$ cat src/rtl/fifo_pkg.sv
// Shared definitions for the synchronous FIFO family and its stream reader.
package fifo_pkg;

    // Default data word width shared by synchronous_fifo and its readers.
    localparam int unsigned DSIZE_DEF = 8;

    // Occupancy of the two-entry head/skid store.
    typedef enum logic [1:0] {
        EMPTY = 2'd0,
        ONE   = 2'd1,
        FULL  = 2'd2
    } occ_state_e;

    // Number of words held for a given occupancy state.
    function automatic logic [1:0] occ_of(input occ_state_e s);
        case (s)
            ONE:     return 2'd1;
            FULL:    return 2'd2;
            default: return 2'd0;
        endcase
    endfunction

endpackage

$ cat src/rtl/fifo_stream_reader_if.sv
// FIFO read port plus valid/ready output stream of the FIFO stream reader.
interface fifo_stream_reader_if #(
    parameter int unsigned DSIZE = fifo_pkg::DSIZE_DEF
);
    logic             fifo_rd_en;
    logic [DSIZE-1:0] fifo_dout;
    logic             fifo_empty;
    logic             m_valid;
    logic             m_ready;
    logic [DSIZE-1:0] m_data;

    // Reader side: drives the FIFO read strobe and the output stream.
    modport master (
        output fifo_rd_en,
        input  fifo_dout,
        input  fifo_empty,
        output m_valid,
        input  m_ready,
        output m_data
    );

    // FIFO/consumer side.
    modport slave (
        input  fifo_rd_en,
        output fifo_dout,
        output fifo_empty,
        input  m_valid,
        output m_ready,
        input  m_data
    );
endinterface

$ cat src/rtl/fifo_skid_buf.sv
// Two-entry head/skid store: head drives the output, skid absorbs the word
// that was already in flight when the consumer stalled.
module fifo_skid_buf
    import fifo_pkg::*;
#(
    parameter int unsigned DSIZE = DSIZE_DEF
) (
    input  logic             clk,
    input  logic             rstn,
    input  logic             cap_valid,
    input  logic [DSIZE-1:0] cap_data,
    input  logic             out_ready,
    output logic             out_valid,
    output logic [DSIZE-1:0] out_data,
    output logic [1:0]       occ
);

    occ_state_e       state_q, state_d;
    logic [DSIZE-1:0] head_q, head_d;
    logic [DSIZE-1:0] skid_q, skid_d;
    logic             pop;

    assign out_valid = (state_q != EMPTY);
    assign out_data  = head_q;
    assign occ       = occ_of(state_q);
    assign pop       = out_valid && out_ready;

    // Occupancy/next-data decision from capture and pop of this cycle.
    always_comb begin
        state_d = state_q;
        head_d  = head_q;
        skid_d  = skid_q;
        case (state_q)
            EMPTY: begin
                if (cap_valid) begin
                    head_d  = cap_data;
                    state_d = ONE;
                end
            end
            ONE: begin
                case ({cap_valid, pop})
                    2'b11: head_d = cap_data;
                    2'b10: begin
                        skid_d  = cap_data;
                        state_d = FULL;
                    end
                    2'b01: state_d = EMPTY;
                    default: ;
                endcase
            end
            FULL: begin
                if (pop) begin
                    head_d = skid_q;
                    if (cap_valid) skid_d  = cap_data;
                    else           state_d = ONE;
                end
            end
            default: state_d = EMPTY;
        endcase
    end

    // State and data registers; reset discards anything held.
    always_ff @(posedge clk or negedge rstn) begin
        if (!rstn) begin
            state_q <= EMPTY;
            head_q  <= '0;
            skid_q  <= '0;
        end else begin
            state_q <= state_d;
            head_q  <= head_d;
            skid_q  <= skid_d;
        end
    end

endmodule

$ cat src/rtl/fifo_stream_reader.sv
// Drains a synchronous FIFO into a valid/ready stream at one word per cycle,
// counting words accepted downstream.
module fifo_stream_reader
    import fifo_pkg::*;
#(
    parameter int unsigned DSIZE = DSIZE_DEF,
    parameter int unsigned CSIZE = 16
) (
    input  logic                 clk,
    input  logic                 rstn,
    fifo_stream_reader_if.master bus,
    output logic [CSIZE-1:0]     rd_count,
    output logic                 idle
);

    logic             pending_q, pending_d;
    logic [CSIZE-1:0] count_q, count_d;
    logic             m_valid_w;
    logic [DSIZE-1:0] m_data_w;
    logic [1:0]       occ;
    logic             pop;
    logic             rd_en;
    logic [2:0]       load;

    fifo_skid_buf #(.DSIZE(DSIZE)) u_skid (
        .clk       (clk),
        .rstn      (rstn),
        .cap_valid (pending_q),
        .cap_data  (bus.fifo_dout),
        .out_ready (bus.m_ready),
        .out_valid (m_valid_w),
        .out_data  (m_data_w),
        .occ       (occ)
    );

    assign pop = m_valid_w && bus.m_ready;

    // Issue a read only if the word can still be stored once it lands;
    // gated by rstn so no read is requested while reset is held.
    always_comb begin
        load      = 3'(occ) + 3'(pending_q) - 3'(pop);
        rd_en     = rstn && !bus.fifo_empty && (load < 3'd2);
        pending_d = rd_en;
        count_d   = count_q + CSIZE'(pop);
    end

    // In-flight read marker and delivered-word counter.
    always_ff @(posedge clk or negedge rstn) begin
        if (!rstn) begin
            pending_q <= 1'b0;
            count_q   <= '0;
        end else begin
            pending_q <= pending_d;
            count_q   <= count_d;
        end
    end

    assign bus.fifo_rd_en = rd_en;
    assign bus.m_valid    = m_valid_w;
    assign bus.m_data     = m_data_w;
    assign rd_count       = count_q;
    assign idle           = (occ == 2'd0) && !pending_q;

endmodule

$ cat src/flat_wrapper.sv
// flat-port wrapper written by rule: the top's interface ports become plain ports
module fifo_stream_reader_flat import fifo_pkg::*;
#(
    parameter int unsigned DSIZE = DSIZE_DEF,
    parameter int unsigned CSIZE = 16
)
  (clk, rstn, rd_count, idle, bus_fifo_rd_en, bus_fifo_dout, bus_fifo_empty, bus_m_valid, bus_m_ready, bus_m_data);
  fifo_stream_reader_if #(.DSIZE(DSIZE)) bus_i ();
  input  logic clk;
  input  logic rstn;
  output logic [CSIZE-1:0] rd_count;
  output logic idle;
  output wire logic [$bits(bus_i.fifo_rd_en)-1:0] bus_fifo_rd_en;
  input wire logic [$bits(bus_i.fifo_dout)-1:0] bus_fifo_dout;
  input wire logic [$bits(bus_i.fifo_empty)-1:0] bus_fifo_empty;
  output wire logic [$bits(bus_i.m_valid)-1:0] bus_m_valid;
  input wire logic [$bits(bus_i.m_ready)-1:0] bus_m_ready;
  output wire logic [$bits(bus_i.m_data)-1:0] bus_m_data;
  assign bus_fifo_rd_en = bus_i.fifo_rd_en;
  assign bus_i.fifo_dout = bus_fifo_dout;
  assign bus_i.fifo_empty = bus_fifo_empty;
  assign bus_m_valid = bus_i.m_valid;
  assign bus_i.m_ready = bus_m_ready;
  assign bus_m_data = bus_i.m_data;
  fifo_stream_reader #(.DSIZE(DSIZE), .CSIZE(CSIZE)) u_core (.clk(clk), .rstn(rstn), .bus(bus_i), .rd_count(rd_count), .idle(idle));
endmodule
$ cat config.mk
export PLATFORM = sky130hd
export DESIGN_NAME = fifo_stream_reader_flat
export DESIGN_NICKNAME = d
export VERILOG_FILES = /design/src/rtl/fifo_pkg.sv /design/src/rtl/fifo_stream_reader_if.sv /design/src/rtl/fifo_skid_buf.sv /design/src/rtl/fifo_stream_reader.sv /design/src/flat_wrapper.sv
export SDC_FILE = /design/constraint.sdc
export NUM_CORES = 1
export LEC_CHECK = 0
export ABC_AREA = 1
export CORE_MARGIN = 5
export CORE_UTILIZATION = 25
export DETAILED_ROUTE_END_ITERATION = 6
export GPL_TIMING_DRIVEN = 0
export MAX_ROUTING_LAYER = met4
export SYNTH_ARGS = -nofsm -noshare
export SYNTH_HDL_FRONTEND = slang
export SYNTH_SLANG_ARGS = --single-unit
$ cat constraint.sdc
create_clock -name clk -period 3.95 [get_ports clk]
set_input_delay 0.5925 -clock clk [delete_from_list [all_inputs] [get_ports clk]]
set_output_delay 0.5925 -clock clk [all_outputs]
set_load 0.05 [all_outputs]
==> results.cfg <==
[yosys]
synth.most_common_cell = nand2_1
synth-main-ff-cell = dfrtp_1
ys_ff_latch = 35
netlist_area_mm2 = 0.00182
syn_nets = 237
yosysTopAreaCellShare_pct = 48.2
synth_area_per_cell_um2 = 8.37
ys_top_cells_by_count = 71 x nand2_1, 35 x dfrtp_1, 27 x inv_1
synth_edf_count = 0
ys_types = 22
synth_area_leaders = dfrtp_1 48%, nand2_1 15%, inv_1 5.6%
synth_area_leader_cell = dfrtp_1
syn_inst = 217
yosysSeqAreaShare_pct = 48.2
synth-async-reset-ratio_pct = 100
yosys_warnings = 0

[route]
vias_per_cell = 4.12
wl_per_cell_um = 10.6
drt_iter0_drc = 34
dr.pass1.iters = 4
vias = 1487
drc = 0
wl_um = 3840
drtAntennaViolNets = 0

[layout]
drive_gt1_share_pct = 6.87
nNetsFinal = 282
layout.area.seq_um2 = 876
n_antenna_cell = 0
final_area_mm2 = 0.00240
fill_cells = 766
area_growth_pct = 32.2
multi_input_area_um2 = 812

[global_routing]
grt_pass1_vias = 1494
grt_max_degree = 37
grt_pass1_wl_um = 6740
antenna_found_initial = 0
gr-total-overflow = 0
track_usage_pct = 9.90

[cts]
clkLatencyLatePin_ns = 0.28
htreeDepth = 2
cts_buffers = 5
clk_pin_slew_ns = 0.07
cts_tree = built
cts.sinks = 35
post_cts_buffers = 0
cts_root_buffer = clkbuf_8
cts.path.max_buffers = 2

[sta]
relSlewSlack_pct = 45.4
fmax_mhz = 266
fin_crit_ns = 3.76
holdWs_ns = 0.398
setup_tns_ns = 0
fin_skew_ns = 0.00998
tightest_slew_ns = 0.819
setup_viol = 0
slew_violations = 0
setup_ws_ns = 0.192
hold_violations = 0
grt_setup_unrepaired = false
fin_crit_sh_pct = 95.1

[place]
portBuffers = 38
dp_hpwl_um = 2990
place_ws_ns = -0.169
place_area_mm2 = 0.00232
place_congestion = 0.838

[worst_setup_path]
r2r_end = u_core.pending_q
r2r_start = u_core.u_skid.state_q[0]
worstSetupStartpointType = input pin
cp.arrival_ns = 3.17
crit_fanout = 3
worstPathRequired_ns = 3.36
r2r_slack_ns = 1.57
critPathKind = in -> out
r2r_cells = 9
end_kind = output pin

[floorplanning]
core-area_mm2 = 0.00718
die_height_um = 95.2
rows = 31
ios = 39
start_util_pct = 25.3
fp.dieW_um = 95.2
die_area_mm2 = 0.00907

[pwr]
p_per_area_mw_per_mm2 = 765
p_leak_nw = 1.14
power.switching_w = 0.000879
swShare_pct = 47.8
p_clk_share_pct = 14.1
p_seq_share_pct = 31.2
ir_drop_v = 0.000256
comb_power_share_pct = 54.8
p_int_w = 0.000960
power_w = 0.00184

[worst_hold_path]
hold_class = in -> async

[run]
max_cap_violations = 0

[outcome]
outcome = complete, no violations
## power groups by stage
| stage | registers, W | clock network (W) | logic, W |
|---|---|---|---|
| global placement | 0.000577 | 0 | 0.00101 |
| detailed placement | 0.000581 | 0 | 0.00103 |
| global route | 0.000592 | 0.000286 | 0.00112 |
| floorplan | 0.000800 | 0 | 0.000498 |
| CTS | 0.000575 | 0.000273 | 0.00103 |
| finish | 0.000573 | 0.000259 | 0.00101 |
## per-stage QoR
step / cells / utilization (%)
after floorplan: 217 / -
final: 361 / 33.5
after CTS: 361 / 33.5
after detailed placement: 354 / 32.3
after global placement: 354 / 32.3
after global routing: 361 / 33.5
## worst max-delay path, cell delays in order
cell and delay (ns):
clkdlybuf4s50_1 0.55, nand2_4 0.09, ha_1 0.28, or2_2 0.31
fa_1 0.49, nand2_1 0.05, nor3_1 0.25, dlygate4sd2_1 0.56
## worst max path at each step
| stage | from | to | slack, ns | cells past startpoint |
|---|---|---|---|---|
| 2_1_floorplan | u_core.u_skid.state_q[0] | bus_fifo_rd_en | 0.13 | 9 |
| 3_3_place_gp | rstn | bus_fifo_rd_en | -0.14 | 4 |
| 3_5_place_dp | bus_m_ready | bus_fifo_rd_en | -0.17 | 8 |
| 4_1_cts | bus_m_ready | bus_fifo_rd_en | 0.15 | 8 |
| 5_1_grt | u_core.u_skid.state_q[0] | bus_fifo_rd_en | 0.06 | 10 |
| 6_report | bus_m_ready | bus_fifo_rd_en | 0.19 | 8 |
## registers in the layout, summed over array words and instances (netlist names)
signal / count
u_core.rd_count: 16
u_core.u_skid.out_data: 8
u_core.u_skid.skid_q: 8
u_core.u_skid.state_q: 2
u_core.pending_q: 1
## cell families (layout without fill, tap and decap cells)
kind of cell | Yosys count | count (layout) | synth area share [%]
buffers and inverters | 31 | 76 | 7.09
DFF | 35 | 35 | 48.2
xor gates and xnor gates | 9 | 9 | 4.34
AOI/OAI and AO/OA | 21 | 21 | 5.99
and+or+nand+nor | 113 | 113 | 28.4
adders and majority gates | 8 | 8 | 5.92
## placed cells by master (no fill, tap or decap)
cell type	instances
nand2_1	71
clkdlybuf4s50_1	36
dfrtp_1	35
inv_1	27
nor2_1	14
o21ai_0	11
nand4_1	11
nand3_1	9
o21ai_1	9
ha_1	7
xor2_1	6
clkbuf_8	6
xnor2_1	3
nand3b_1	2
nand2_4	2
buf_2	2
nand3_4	2
inv_2	1
or2_2	1
buf_4	1
nor3_1	1
buf_6	1
a21oi_2	1
fa_1	1
clkinv_2	1
dlygate4sd2_1	1
## final cells by class
type	count	share of cell area [%]
clock inverter	1	0.208
buffer	3	0.990
multi-input combinational	151	33.8
sequential	35	36.5
inverter	28	4.38
tap	99	5.16
clock buffer	6	3.44
timing repair buffer	38	15.6
## timing repair
item                                    4_1_cts  5_1_grt
hold buffers                                  0        0
endpoints found under the setup margin        1        0
resized for setup                             1        0
endpoints found under the hold margin         0        0
## per-layer routing
layer	global-route usage, %	routed length, µm	part of all wire [%]	vias up
li1	-	-	-	784
met1	11.9	1830	48	666
met2	15.9	1790	47	30
met3	2.60	158	4.1	7
met4	3.85	60	1.6	0
met5	-	0	0	-
Power figures use the tool's default switching activity.
